==> src/rtl/uart_tx_pkg.sv <==
// Shared types and constants for the buffered UART transmitter.
package uart_tx_pkg;

  typedef enum logic [2:0] {IDLE, START, DATA, PARITY, STOP} state_t;

  localparam int   MIN_DATA_LEN = 5;
  localparam logic PAR_EVEN     = 1'b0;
  localparam logic PAR_ODD      = 1'b1;
  localparam logic STOP_ONE     = 1'b0;
  localparam logic STOP_TWO     = 1'b1;

  // Out-of-range length requests saturate to the supported window.
  function automatic logic [3:0] clamp_len(input logic [3:0] req, input int max_len);
    if (req < 4'(MIN_DATA_LEN)) return 4'(MIN_DATA_LEN);
    else if (int'(req) > max_len) return 4'(max_len);
    else return req;
  endfunction

endpackage

==> src/rtl/uart_tx_fifo.sv <==
// Synchronous TX FIFO; a push into a full FIFO is accepted when a pop happens in the same cycle.
module uart_tx_fifo #(
  parameter int WIDTH = 9,
  parameter int DEPTH = 8,
  parameter int LVL_W = $clog2(DEPTH) + 1
) (
  input  logic             clk,
  input  logic             reset_n,
  input  logic             push,
  input  logic [WIDTH-1:0] push_data,
  input  logic             pop,
  output logic [WIDTH-1:0] pop_data,
  output logic             full,
  output logic             empty,
  output logic [LVL_W-1:0] level
);

  localparam int PTR_W = $clog2(DEPTH);

  logic [WIDTH-1:0] mem [DEPTH];
  logic [PTR_W-1:0] wr_ptr, rd_ptr;
  logic             push_ok, pop_ok;

  assign pop_ok   = pop && !empty;
  assign push_ok  = push && (!full || pop_ok);
  assign full     = (level == LVL_W'(DEPTH));
  assign empty    = (level == '0);
  assign pop_data = mem[rd_ptr];

  always_ff @(posedge clk) begin
    if (push_ok) mem[wr_ptr] <= push_data;
  end

  // Depth is a power of two, so the pointers wrap by plain overflow.
  always_ff @(posedge clk or negedge reset_n) begin
    if (!reset_n) begin
      wr_ptr <= '0;
      rd_ptr <= '0;
      level  <= '0;
    end else begin
      if (push_ok) wr_ptr <= wr_ptr + 1'b1;
      if (pop_ok)  rd_ptr <= rd_ptr + 1'b1;
      case ({push_ok, pop_ok})
        2'b10:   level <= level + 1'b1;
        2'b01:   level <= level - 1'b1;
        default: level <= level;
      endcase
    end
  end

endmodule

==> src/rtl/uart_tx_engine.sv <==
// Buffered UART transmitter: FIFO-fed frame serialiser with parity and 1/2 stop bits.
// Optional line-break support is enabled with the UART_TX_BREAK_EN macro.
module uart_tx_engine
  import uart_tx_pkg::*;
#(
  parameter int DATA_WIDTH = 9,
  parameter int FIFO_DEPTH = 8,
  parameter int LVL_W      = $clog2(FIFO_DEPTH) + 1
) (
  input  logic                  clk,
  input  logic                  reset_n,
  input  logic                  clken,
  input  logic                  cts_n,
  input  logic                  wr_en,
  input  logic [DATA_WIDTH-1:0] wr_data,
  input  logic [3:0]            cfg_data_len,
  input  logic                  cfg_stop_bit_num,
  input  logic                  cfg_parity_en,
  input  logic                  cfg_parity_type,
  input  logic                  host_read_stt_tx_done,
`ifdef UART_TX_BREAK_EN
  input  logic                  break_req,
`endif
  output logic                  fifo_full,
  output logic                  fifo_empty,
  output logic [LVL_W-1:0]      fifo_level,
  output logic                  stt_overflow,
  output logic                  stt_tx_done,
  output logic                  tx_busy,
  output logic                  tx
);

  state_t                state;
  logic [DATA_WIDTH-1:0] head, shift_q;
  logic [3:0]            bit_cnt, len_q, cfg_len;
  logic                  stop2_q, par_en_q, par_bit_q, stop_cnt;
  logic                  head_par, frame_end, start_ok, pop, brk_q, brk_req_w;

`ifdef UART_TX_BREAK_EN
  assign brk_req_w = break_req;
`else
  assign brk_req_w = 1'b0;
`endif

  uart_tx_fifo #(.WIDTH(DATA_WIDTH), .DEPTH(FIFO_DEPTH), .LVL_W(LVL_W)) u_fifo (
    .clk       (clk),
    .reset_n   (reset_n),
    .push      (wr_en),
    .push_data (wr_data),
    .pop       (pop),
    .pop_data  (head),
    .full      (fifo_full),
    .empty     (fifo_empty),
    .level     (fifo_level)
  );

  // Parity is fixed at pop time from the head word and the length it will be sent with.
  always_comb begin
    cfg_len  = clamp_len(cfg_data_len, DATA_WIDTH);
    head_par = (cfg_parity_type == PAR_ODD);
    for (int i = 0; i < DATA_WIDTH; i++)
      if (i < int'(cfg_len)) head_par = head_par ^ head[i];
  end

  assign frame_end = (state == STOP) && (stop_cnt == stop2_q);
  assign start_ok  = !fifo_empty && !cts_n && !brk_req_w && !brk_q;
  assign pop       = clken && start_ok && ((state == IDLE) || frame_end);
  assign tx_busy   = (state != IDLE) || brk_q;

  always_ff @(posedge clk or negedge reset_n) begin
    if (!reset_n) begin
      state        <= IDLE;
      tx           <= 1'b1;
      shift_q      <= '0;
      bit_cnt      <= '0;
      len_q        <= 4'(MIN_DATA_LEN);
      stop2_q      <= STOP_ONE;
      par_en_q     <= 1'b0;
      par_bit_q    <= PAR_EVEN;
      stop_cnt     <= 1'b0;
      brk_q        <= 1'b0;
      stt_tx_done  <= 1'b1;
      stt_overflow <= 1'b0;
    end else begin
      if (wr_en && fifo_full && !pop) stt_overflow <= 1'b1;
      if (host_read_stt_tx_done) stt_tx_done <= 1'b0;
      if (clken) begin
        case (state)
          IDLE: begin
            if (brk_req_w) begin
              tx    <= 1'b0;
              brk_q <= 1'b1;
            end else begin
              tx    <= 1'b1;
              brk_q <= 1'b0;
            end
          end
          START: begin
            tx      <= shift_q[0];
            bit_cnt <= 4'd1;
            state   <= DATA;
          end
          DATA: begin
            if (bit_cnt < len_q) begin
              shift_q <= shift_q >> 1;
              tx      <= shift_q[1];
              bit_cnt <= bit_cnt + 4'd1;
            end else if (par_en_q) begin
              tx    <= par_bit_q;
              state <= PARITY;
            end else begin
              tx       <= 1'b1;
              stop_cnt <= 1'b0;
              state    <= STOP;
            end
          end
          PARITY: begin
            tx       <= 1'b1;
            stop_cnt <= 1'b0;
            state    <= STOP;
          end
          STOP: begin
            tx <= 1'b1;
            if (frame_end) begin
              state       <= IDLE;
              stt_tx_done <= 1'b1;
            end else begin
              stop_cnt <= 1'b1;
            end
          end
          default: state <= IDLE;
        endcase
        // A pop overrides the idle/stop-end outcome above, giving zero-gap back-to-back frames.
        if (pop) begin
          shift_q   <= head;
          len_q     <= cfg_len;
          stop2_q   <= (cfg_stop_bit_num == STOP_TWO);
          par_en_q  <= cfg_parity_en;
          par_bit_q <= head_par;
          tx        <= 1'b0;
          state     <= START;
        end
      end
    end
  end

endmodule

==> config.mk <==
export PLATFORM = sky130hd
export DESIGN_NAME = uart_tx_engine
export DESIGN_NICKNAME = d
export VERILOG_FILES = /design/src/rtl/uart_tx_pkg.sv /design/src/rtl/uart_tx_fifo.sv /design/src/rtl/uart_tx_engine.sv
export SDC_FILE = /design/constraint.sdc
export NUM_CORES = 1
export LEC_CHECK = 0
export ABC_CLOCK_PERIOD_IN_PS = 2900
export BUFFER_PORTS_ARGS = -buffer_cell sky130_fd_sc_hd__buf_2
export CAP_MARGIN = 10
export CORE_ASPECT_RATIO = 0.75
export CORE_MARGIN = 2
export CORE_UTILIZATION = 40
export CTS_CLUSTER_SIZE = 30
export DETAILED_ROUTE_END_ITERATION = 6
export GPL_TIMING_DRIVEN = 0
export PLACE_DENSITY_LB_ADDON = 0.12
export SLEW_MARGIN = 20
export SYNTH_ARGS = -nofsm -noshare
export SYNTH_HDL_FRONTEND = slang
export SYNTH_HIERARCHICAL = 1
export SYNTH_SLANG_ARGS = --single-unit
==> constraint.sdc <==
create_clock -name clk -period 2.9 [get_ports clk]
set_input_delay 0.145 -clock clk [delete_from_list [all_inputs] [get_ports clk]]
set_output_delay 0.145 -clock clk [all_outputs]
set_load 0.01 [all_outputs]
==> flow_summary.ini <==
[status]
status = finished clean

[floorplanning]
io-pin-count = 32
initial_core_util_pct = 40.7
die_width_um = 133
num_rows = 35
core_area_um2 = 12200
die_area_um2 = 13300
die_y_um = 101

[power_and_ir_drop]
powerDensity_nw_per_um2 = 1040
p_leak_nw = 2.23
ir_drop_v = 0.000396

[clocking]
clock-sinks = 109
path_clk_slew_ps = 70
clockBufferDepth = 2
htreeDepth = 3
cts_tree = yes
clock_latency_ps = 350
numCtsBuffers = 9
cts-root-buf = clkbuf_16

[critical_path]
critPathLaunchType = flip-flop
endpoint_kind = flip-flop
cp_max_fo = 13
arrival_ps = 3100
slowest_delay_ps = 410
reg2reg_slack_ps = 90
crit_required_ps = 3190
cpMaxStageDelayCell = or3_4
crit_type = flip-flop to flip-flop
crit_chain = or3_4, nor2_4, nor4_4, nand2_1, a21o_2, buf_8, clkinv_8, o21ai_4, or2_4, inv_1, ha_1, a211o_1, nand3_1, mux2_2, nand3b_1

[placement]
routabilityCongestion = 0.757
numPortBuffers = 31
dp_hpwl_um = 6910
placed_area_um2 = 5410
dp_cells = 541

[logic_synthesis]
async_flop_share_pct = 33.9
yosysWarnings = 6
synth-seq-area-share_pct = 62.3
synth_edf_count = 72
synth_top_area_share_pct = 43.5
syn_area_per_cell_um2 = 14.6
synth_top_area_cell = edfxtp_1
synth_flop_cell = edfxtp_1
synth_cell_types = 57
syn-num-nets = 371
postSynthCellCount = 340
synth_area_um2 = 4970
ys_seq_elements = 109
synthTopCellsByArea = edfxtp_1 44%, dfrtp_1 17%, mux4_2 8.2%

[global_route]
grt_pass1_wl_um = 16700
grt_max_degree = 38
use_met3_pct = 4.58
met2_usage_pct = 23.8
grt_util_met1_pct = 26.0
top_usage_layer = met1
track_usage_pct = 16.9
grt-ovfl-total = 0
grt_pass1_vias = 2931
antenna_found_initial = 0

[cells_and_area]
drive_gt1_share_pct = 32.5
final_common_cell = edfxtp_1
post-route-util_pct = 48.2
layout.nets = 429
syn_to_final_growth_pct = 18.6
fin_cells = 569
final_area_um2 = 5890
antenna_cells = 0
final_cell_mix = 72 x edfxtp_1, 36 x buf_2, 32 x dfrtp_1, 29 x nand2_1, 18 x mux4_2

[drt]
dr.pass1.iters = 4
wl_per_cell_um = 18.1
drtIter0Drc = 213
ant_nets = 0
num_vias = 2926
wirelength_um = 10300
drc = 0
via_per_inst = 5.14

[sta]
tightestPinTransition_ps = 852
finalSetupViolCount = 0
fin_skew_ps = 5.22
layout_min_cycle_time_ps = 2810
fmax_mhz = 356
post-route-period-util_pct = 96.9
timing.slew.headroom_pct = 43.2
rsz0062_at_grt = yes
slew_viol_final = 0
hold_violations = 0

[run]
maxCapViolCount = 0

[worst_hold_path]
hold_path.class = input pin to flip-flop
## power by group
part | switching [mW] | internal (mW) | leakage (nW)
clock network | 0.591 | 0.683 | 0.152
registers | 0.256 | 2.07 | 1.10
logic | 1.31 | 1.21 | 0.986
## registers in the layout (all words and copies together) (netlist names)
signal         flops
u_fifo/level       4
state              3
stop_cnt           1
stt_tx_done        1
u_fifo/mem        72
par_en_q           1
shift_q            9
stop2_q            1
len_q              4
tx                 1
par_bit_q          1
u_fifo/rd_ptr      3
u_fifo/wr_ptr      3
bit_cnt            4
stt_overflow       1
## per-layer routing
metal / vias up / routed length [µm]
met4: 0 / 55
met2: 57 / 4470
met3: 5 / 447
met5: - / 0
met1: 1479 / 5330
li1: 1385 / -
## synthesized netlist by cell type, drive strengths merged (2+ instances only)
cell,number
xor2,4
dfrtp,33
clkbuf,2
ha,8
nand3b,2
buf,12
o21ai,19
a21o,2
xnor2,14
inv,14
mux4,18
nand3,6
nor4,2
mux2i,10
dfstp,4
nand2,29
nand2b,4
o22ai,3
edfxtp,72
o21a,2
or3,5
and3,2
nor3,6
nor2,17
nor2b,3
a21oi,16
mux2,12
or2,2
a31o,2
## final timing paths
path | start | endpoint | cells past startpoint
max | u_fifo/level[2] | u_fifo/level[3] | 15
min | wr_en | stt_overflow | 2
max reg2reg | u_fifo/level[2] | u_fifo/level[3] | 15
min reg2reg | len_q[0] | len_q[0] | 2
max in group asynchronous | reset_n | u_fifo/level[3] | 2
min in group asynchronous | reset_n | u_fifo/level[1] | 2
## worst max-delay path: cells and delay by family (launching register included)
family                   cells  cell delay, ps
flip-flops                   1             390
buffers and inverters        3             260
AO/OA/AOI/OAI                3             490
AND/OR/NAND/NOR              7            1010
multiplexers                 1             340
adder cells (fa/ha/maj)      1             260
## cells by family (layout without fill, tap and decap cells)
| family | count (synthesis) | count (layout) | share of synthesized area (%) |
|---|---|---|---|
| compound gates | 54 | 54 | 7.61 |
| xor+xnor | 18 | 18 | 3.17 |
| fa+ha+maj | 9 | 9 | 2.42 |
| buf+inv | 28 | 91 | 3.17 |
| flops | 109 | 109 | 62.3 |
| mux | 40 | 40 | 13.0 |
| simple gates | 82 | 82 | 8.39 |
## area by class of cell
| type | instances | area, µm² |
|---|---|---|
| multi-input cells | 203 | 1810 |
| clock buffers | 9 | 225 |
| flip-flops and latches | 109 | 3090 |
| fillers | 1061 | 6320 |
| repair buffers | 48 | 313 |
| plain buffers | 13 | 97.6 |
| well taps | 166 | 208 |
| clock inverters | 7 | 81.3 |
| inverters | 14 | 65.1 |
## stage by stage
stage                     hold slack (ps)  total power [mW]  TNS [ps]  setup slack, ps
after floorplan                      -151              4.14      -108             -108
after global placement                301              4.71    -47400            -1020
after detailed placement              300              4.80    -18640             -558
after CTS                            22.8              6.19         0             5.08
after global routing                 39.8              6.54     -73.5            -73.5
final                                35.5              6.12         0             89.1
## what timing repair did
action | CTS | global route
hold buffers | 4 | 0
setup endpoints to repair | 61 | 10
setup buffers | 7 | 2
pin swaps | 4 | 3
gates resized for setup | 14 | 4
endpoints found under the hold margin | 36 | 0
No activity file was read; power rests on OpenSTA's default activity.
